**config.mk**
```make
export PLATFORM = sky130hd
export DESIGN_NAME = sap_cpu_core
export DESIGN_NICKNAME = d
export VERILOG_FILES = /design/src/rtl/sap_cpu_core.sv
export SDC_FILE = /design/constraint.sdc
export NUM_CORES = 1
export LEC_CHECK = 0
export BUFFER_PORTS_ARGS = -buffer_cell sky130_fd_sc_hd__buf_2
export CAP_MARGIN = 20
export CORE_UTILIZATION = 60
export DETAILED_ROUTE_END_ITERATION = 12
export PLACE_DENSITY = 0.77
export SYNTH_ARGS = -nofsm -noshare
export SYNTH_HDL_FRONTEND = slang
export SYNTH_SLANG_ARGS = --single-unit
```
**constraint.sdc**
```tcl
create_clock -name clk -period 12.28 [get_ports clk]
set_clock_uncertainty 0.1 [all_clocks]
set_input_delay 0.614 -clock clk [delete_from_list [all_inputs] [get_ports clk]]
set_output_delay 0.614 -clock clk [all_outputs]
set_load 0.05 [all_outputs]
```
**src/rtl/sap_cpu_core.sv**
```systemverilog
// SAP-style microsequenced CPU core: accumulator datapath over a multiplexed bus,
// flop-array RAM, host program-load port and a handshaked output register.
module sap_cpu_core #(
  parameter int DATA_W = 8,
  parameter int ADDR_W = 4
) (
  input  logic              clk,
  input  logic              rst,
  input  logic              prog_en,
  input  logic              prog_we,
  input  logic [ADDR_W-1:0] prog_addr,
  input  logic [DATA_W-1:0] prog_data,
  output logic [DATA_W-1:0] out_data,
  output logic              out_valid,
  output logic              halted,
  output logic              cf,
  output logic              zf,
  output logic [ADDR_W-1:0] pc_dbg
);

  localparam int DEPTH = 2 ** ADDR_W;

  localparam logic [3:0] OP_LDA = 4'h1;
  localparam logic [3:0] OP_ADD = 4'h2;
  localparam logic [3:0] OP_SUB = 4'h3;
  localparam logic [3:0] OP_STA = 4'h4;
  localparam logic [3:0] OP_LDI = 4'h5;
  localparam logic [3:0] OP_JMP = 4'h6;
  localparam logic [3:0] OP_JC  = 4'h7;
  localparam logic [3:0] OP_JZ  = 4'h8;
  localparam logic [3:0] OP_OUT = 4'hE;
  localparam logic [3:0] OP_HLT = 4'hF;

  typedef enum logic [2:0] {
    T0   = 3'd0,
    T1   = 3'd1,
    T2   = 3'd2,
    T3   = 3'd3,
    T4   = 3'd4,
    HALT = 3'd5
  } state_t;

  state_t state_r, next_state_s;

  logic [ADDR_W-1:0] pc_r, mar_r;
  logic [DATA_W-1:0] ir_r, a_r, b_r, out_data_r;
  logic              out_valid_r, halted_r, cf_r, zf_r;
  logic [DATA_W-1:0] ram_r [DEPTH];

  logic [3:0]        opcode_s;
  logic [ADDR_W-1:0] addr_s;
  logic [DATA_W-1:0] imm_s, mem_rd_s, alu_b_s;
  logic [DATA_W:0]   alu_sum_s;
  logic              alu_cin_s;

  logic mar_from_pc_s, ir_load_s, mar_from_ir_s, a_from_imm_s, pc_jump_s;
  logic out_load_s, a_from_mem_s, ram_store_s, b_load_s, alu_commit_s;

  assign opcode_s = ir_r[DATA_W-1:DATA_W-4];
  assign addr_s   = ir_r[ADDR_W-1:0];
  assign imm_s    = {4'b0000, ir_r[DATA_W-5:0]};
  assign mem_rd_s = ram_r[mar_r];

  // SUB is A + ~B + 1, so the carry out reads as "no borrow"
  assign alu_b_s   = (opcode_s == OP_SUB) ? ~b_r : b_r;
  assign alu_cin_s = (opcode_s == OP_SUB) ? 1'b1 : 1'b0;
  assign alu_sum_s = {1'b0, a_r} + {1'b0, alu_b_s} + {{DATA_W{1'b0}}, alu_cin_s};

  // Microsequencer: next state and per-state datapath strobes
  always_comb begin
    next_state_s  = state_r;
    mar_from_pc_s = 1'b0;
    ir_load_s     = 1'b0;
    mar_from_ir_s = 1'b0;
    a_from_imm_s  = 1'b0;
    pc_jump_s     = 1'b0;
    out_load_s    = 1'b0;
    a_from_mem_s  = 1'b0;
    ram_store_s   = 1'b0;
    b_load_s      = 1'b0;
    alu_commit_s  = 1'b0;
    case (state_r)
      T0: begin
        mar_from_pc_s = 1'b1;
        next_state_s  = T1;
      end
      T1: begin
        ir_load_s    = 1'b1;
        next_state_s = T2;
      end
      T2: begin
        next_state_s = T0;
        case (opcode_s)
          OP_LDA, OP_ADD, OP_SUB, OP_STA: begin
            mar_from_ir_s = 1'b1;
            next_state_s  = T3;
          end
          OP_LDI:  a_from_imm_s = 1'b1;
          OP_JMP:  pc_jump_s    = 1'b1;
          OP_JC:   pc_jump_s    = cf_r;
          OP_JZ:   pc_jump_s    = zf_r;
          OP_OUT:  out_load_s   = 1'b1;
          OP_HLT:  next_state_s = HALT;
          default: next_state_s = T0;
        endcase
      end
      T3: begin
        next_state_s = T0;
        case (opcode_s)
          OP_LDA:         a_from_mem_s = 1'b1;
          OP_STA:         ram_store_s  = 1'b1;
          OP_ADD, OP_SUB: begin
            b_load_s     = 1'b1;
            next_state_s = T4;
          end
          default:        next_state_s = T0;
        endcase
      end
      T4: begin
        alu_commit_s = 1'b1;
        next_state_s = T0;
      end
      HALT:    next_state_s = HALT;
      default: next_state_s = T0;
    endcase
  end

  // State register; program mode parks the sequencer at T0
  always_ff @(posedge clk or posedge rst) begin
    if (rst) begin
      state_r <= T0;
    end else if (prog_en) begin
      state_r <= T0;
    end else begin
      state_r <= next_state_s;
    end
  end

  // Datapath registers and registered outputs
  always_ff @(posedge clk or posedge rst) begin
    if (rst) begin
      pc_r        <= {ADDR_W{1'b0}};
      mar_r       <= {ADDR_W{1'b0}};
      ir_r        <= {DATA_W{1'b0}};
      a_r         <= {DATA_W{1'b0}};
      b_r         <= {DATA_W{1'b0}};
      out_data_r  <= {DATA_W{1'b0}};
      out_valid_r <= 1'b0;
      halted_r    <= 1'b0;
      cf_r        <= 1'b0;
      zf_r        <= 1'b0;
    end else if (prog_en) begin
      pc_r        <= {ADDR_W{1'b0}};
      out_valid_r <= 1'b0;
      halted_r    <= 1'b0;
    end else begin
      out_valid_r <= out_load_s;
      halted_r    <= (next_state_s == HALT);
      if (mar_from_pc_s) begin
        mar_r <= pc_r;
      end else if (mar_from_ir_s) begin
        mar_r <= addr_s;
      end
      if (ir_load_s) begin
        ir_r <= mem_rd_s;
        pc_r <= pc_r + {{(ADDR_W-1){1'b0}}, 1'b1};
      end else if (pc_jump_s) begin
        pc_r <= addr_s;
      end
      if (a_from_imm_s) begin
        a_r <= imm_s;
      end else if (a_from_mem_s) begin
        a_r <= mem_rd_s;
      end else if (alu_commit_s) begin
        a_r <= alu_sum_s[DATA_W-1:0];
      end
      if (b_load_s) begin
        b_r <= mem_rd_s;
      end
      if (alu_commit_s) begin
        cf_r <= alu_sum_s[DATA_W];
        zf_r <= (alu_sum_s[DATA_W-1:0] == {DATA_W{1'b0}});
      end
      if (out_load_s) begin
        out_data_r <= a_r;
      end
    end
  end

  // RAM: host writes in program mode, STA writes otherwise
  always_ff @(posedge clk or posedge rst) begin
    if (rst) begin
      for (int i = 0; i < DEPTH; i++) begin
        ram_r[i] <= {DATA_W{1'b0}};
      end
    end else if (prog_en) begin
      if (prog_we) begin
        ram_r[prog_addr] <= prog_data;
      end
    end else if (ram_store_s) begin
      ram_r[mar_r] <= a_r;
    end
  end

  assign out_data  = out_data_r;
  assign out_valid = out_valid_r;
  assign halted    = halted_r;
  assign cf        = cf_r;
  assign zf        = zf_r;
  assign pc_dbg    = pc_r;

endmodule

```
==> flow_metrics.env <==
export IMPL_status="complete, no violations"
export IMPL_htree_num_levels=4
export IMPL_io_pins=32
export IMPL_switching_power_uw=480
export IMPL_cp_slowest_cell="buf_4"
export IMPL_post_drt_via_cell_ratio=7.28
export IMPL_async_reset_ff_share_pct=100
export IMPL_cp_max_fo=39
export IMPL_cts_root_buffer="clkbuf_16"
export IMPL_rsz0062_at_grt="no"
export IMPL_cts_buffers=17
export IMPL_fin_util_pct=66.4
export IMPL_io_buffers=31
export IMPL_synth_top_cell_area_share_pct=44.2
export IMPL_layout_commonest_cell="dfrtp_1"
export IMPL_die_area_sq_mm=0.0170
export IMPL_maxCapViolCount=0
export IMPL_grt_usage_pct=34.4
export IMPL_chipHeight_microns=131
export IMPL_post_route_min_period_ns=3.27
export IMPL_drive_gt1_share_pct=29.8
export IMPL_power_internal_uw=1020
export IMPL_ant_nets=0
export IMPL_synth_edf_count=0
export IMPL_hold_viol=0
export IMPL_syn_cell_area_sq_mm=0.00991
export IMPL_hp_class="input port to async pin"
export IMPL_post_route_period_util_pct=26.6
export IMPL_final_cell_mix="dfrtp_1 (174), mux2_2 (147), o22ai_1 (120)"
export IMPL_synth_cell_type_count=65
export IMPL_grt_max_degree=103
export IMPL_layout_nets=867
export IMPL_post_cts_buffers=0
export IMPL_hpwl_mm=17.8
export IMPL_ys_warn_count=0
export IMPL_fmax_mhz=306
export IMPL_cp_end_kind="flop"
export IMPL_worst_path_most_repeated_cell="mux2_2"
export IMPL_clkSlewWorstSetupHoldPaths_ns=0.07
export IMPL_p_sw_share_pct=32.0
export IMPL_ir_drop_uv=114
export IMPL_drt_wirelength_per_cell_microns=25.9
export IMPL_worstMarginPinSlew_ns=0.963
export IMPL_area_growth_pct=7.23
export IMPL_drv_slew=0
export IMPL_vias=7783
export IMPL_combPwrFrac_pct=19.9
export IMPL_remaining_drc_errors=0
export IMPL_setup_viol=0
export IMPL_overflow=0
export IMPL_max_slew_margin_pct=35.8
export IMPL_required_ns=12.51
export IMPL_drt_wl_total_mm=27.7
export IMPL_critPathLaunchType="flop"
export IMPL_leakagePower_uw=0.00475
export IMPL_path_class="flop to flop"
export IMPL_syn_inst=853
export IMPL_clkLatencyLatePin_ns=0.44
export IMPL_place_congestion=0.918
export IMPL_first_pass_iters=6
export IMPL_cts_tree="done"
export IMPL_reg2reg_from="mar_r[0]$_DFFE_PP0P_"
export IMPL_antenna_cells=0
export IMPL_place_inst=1036
export IMPL_antenna_found_initial=0
export IMPL_row_count=46
export IMPL_cts_hold_buf=0
export IMPL_ys_ff_latch=175
export IMPL_ys_seq_area_share_pct=44.2
export IMPL_pwr_share_seq_pct=43.8
export IMPL_avgSynthCellArea_sq_um=11.6
export IMPL_clk_path_buf_depth=2
export IMPL_start_util_pct=61.9
export IMPL_p_per_area_mw_per_mm2=141
export IMPL_cts_resized=0
export IMPL_critPathMaxStageDelay_ns=0.60
export IMPL_cts_sinks=175
export IMPL_synth_largest_area_cell="dfrtp_1"
export IMPL_synth_area_leaders="dfrtp_1 (44%), mux2_2 (17%), o22ai_1 (7.6%)"
export IMPL_fin_tns_setup_ns=0
export IMPL_worstRegToRegCells=6
export IMPL_clockPowerShare_pct=36.3
export IMPL_synthFlopType="dfrtp_1"
export IMPL_coreArea_sq_mm=0.0160
export IMPL_grt_pass1_vias=7909
export IMPL_path_cells="buf_4, nor2b_1, nand2_1, mux2_2, nor2_2, mux2_2"
export IMPL_synthesis_nets=880
export IMPL_fin_cells=1069
export IMPL_cp_startpoint="mar_r[0]$_DFFE_PP0P_"
export IMPL_grt_pass1_wl_mm=43.1
export IMPL_cp_arrival_ns=3.50
export IMPL_drt_iter0_drc=831
export IMPL_die_x_microns=131
kinds of logic after synthesis:
kind of cell / synth area share (%)
muxes: 25.9
AOI/OAI and AO/OA: 14.2
buffers and inverters: 3.91
xor gates and xnor gates: 1.24
and+or+nand+nor: 9.09
adders and majority gates: 1.46
DFF: 44.2
layout make-up:
| cell class | count | area, sq um |
|---|---|---|
| clock buffer | 17 | 425 |
| clock inverter | 15 | 154 |
| fill | 1236 | 5370 |
| inverter | 15 | 61.3 |
| multi-input combinational | 595 | 5140 |
| sequential | 175 | 4380 |
| tap | 216 | 270 |
| timing repair buffer | 36 | 193 |
worst paths after layout:
path | slack, ns | to
max in group asynchronous | 10.26 | mar_r[0]$_DFFE_PP0P_
max | 9.01 | ram_r[115]$_DFFE_PP0P_
min in group clk | 0.40 | ram_r[2]$_DFFE_PP0P_
min reg2reg | 0.40 | ram_r[2]$_DFFE_PP0P_
max reg2reg | 9.01 | ram_r[115]$_DFFE_PP0P_
min | 0.27 | out_data[7]$_DFFE_PP0P_
power groups by stage:
stage	Combinational (uW)	Clock, uW	Sequential (uW)
floorplan	229	0	652
global placement	283	0	661
detailed placement	291	0	665
CTS	294	545	654
global route	317	571	659
finish	299	544	655
state kept, by name, indices dropped and copies added, names as in the netlist, 3 cells and up:
name / flops
mar_r: 4
pc_dbg: 4
ram_r: 128
out_data: 8
b_r: 8
a_r: 8
ir_r: 8
state_r: 3
stage by stage:
| stage | setup WS [ns] | total power [uW] | hold slack [ns] | cell area, sq um |
|---|---|---|---|---|
| after floorplan | 6.82 | 881 | 0.348 | 9910 |
| after global placement | 9.06 | 944 | 0.375 | 10000 |
| after detailed placement | 8.98 | 956 | 0.377 | 10000 |
| after CTS | 9.07 | 1490 | 0.312 | 10600 |
| after global routing | 8.87 | 1550 | 0.339 | 10600 |
| final | 9.01 | 1500 | 0.270 | 10600 |
cell usage after synthesis (all sizes together), types with 3 or more instances:
master and count:
dfrtp 175, mux2 147, o22ai 120, nand2 52
buf 35, clkbuf 33, mux4 33, nor2 29
nand3 26, a21oi 16, inv 15, a22oi 13
mux2i 12, a31oi 11, nand2b 11, nor2b 11
ha 10, o21ai 10, xnor2 9, a22o 8
o2bb2ai 8, nor3 6, and3 5, xor2 5
nand3b 4, a222oi 3, and2 3, nor3b 3
o211ai 3, or3 3
critical path, delay by kind of cell (launching register included):
kind	cells	cell delay (ns)
and+or+nand+nor	3	1.30
muxes	2	0.79
buffers and inverters	1	0.60
DFF	1	0.34
routing by layer:
layer  GRT usage (%)  wire length (microns)  up-vias
met5               0                      0        -
met1            43.0                  10800     3967
met4            17.9                   1120        0
li1                -                      -     3267
met2            55.7                  13400      468
met3            8.67                   2370       81
(Power assumes the default switching activity.)
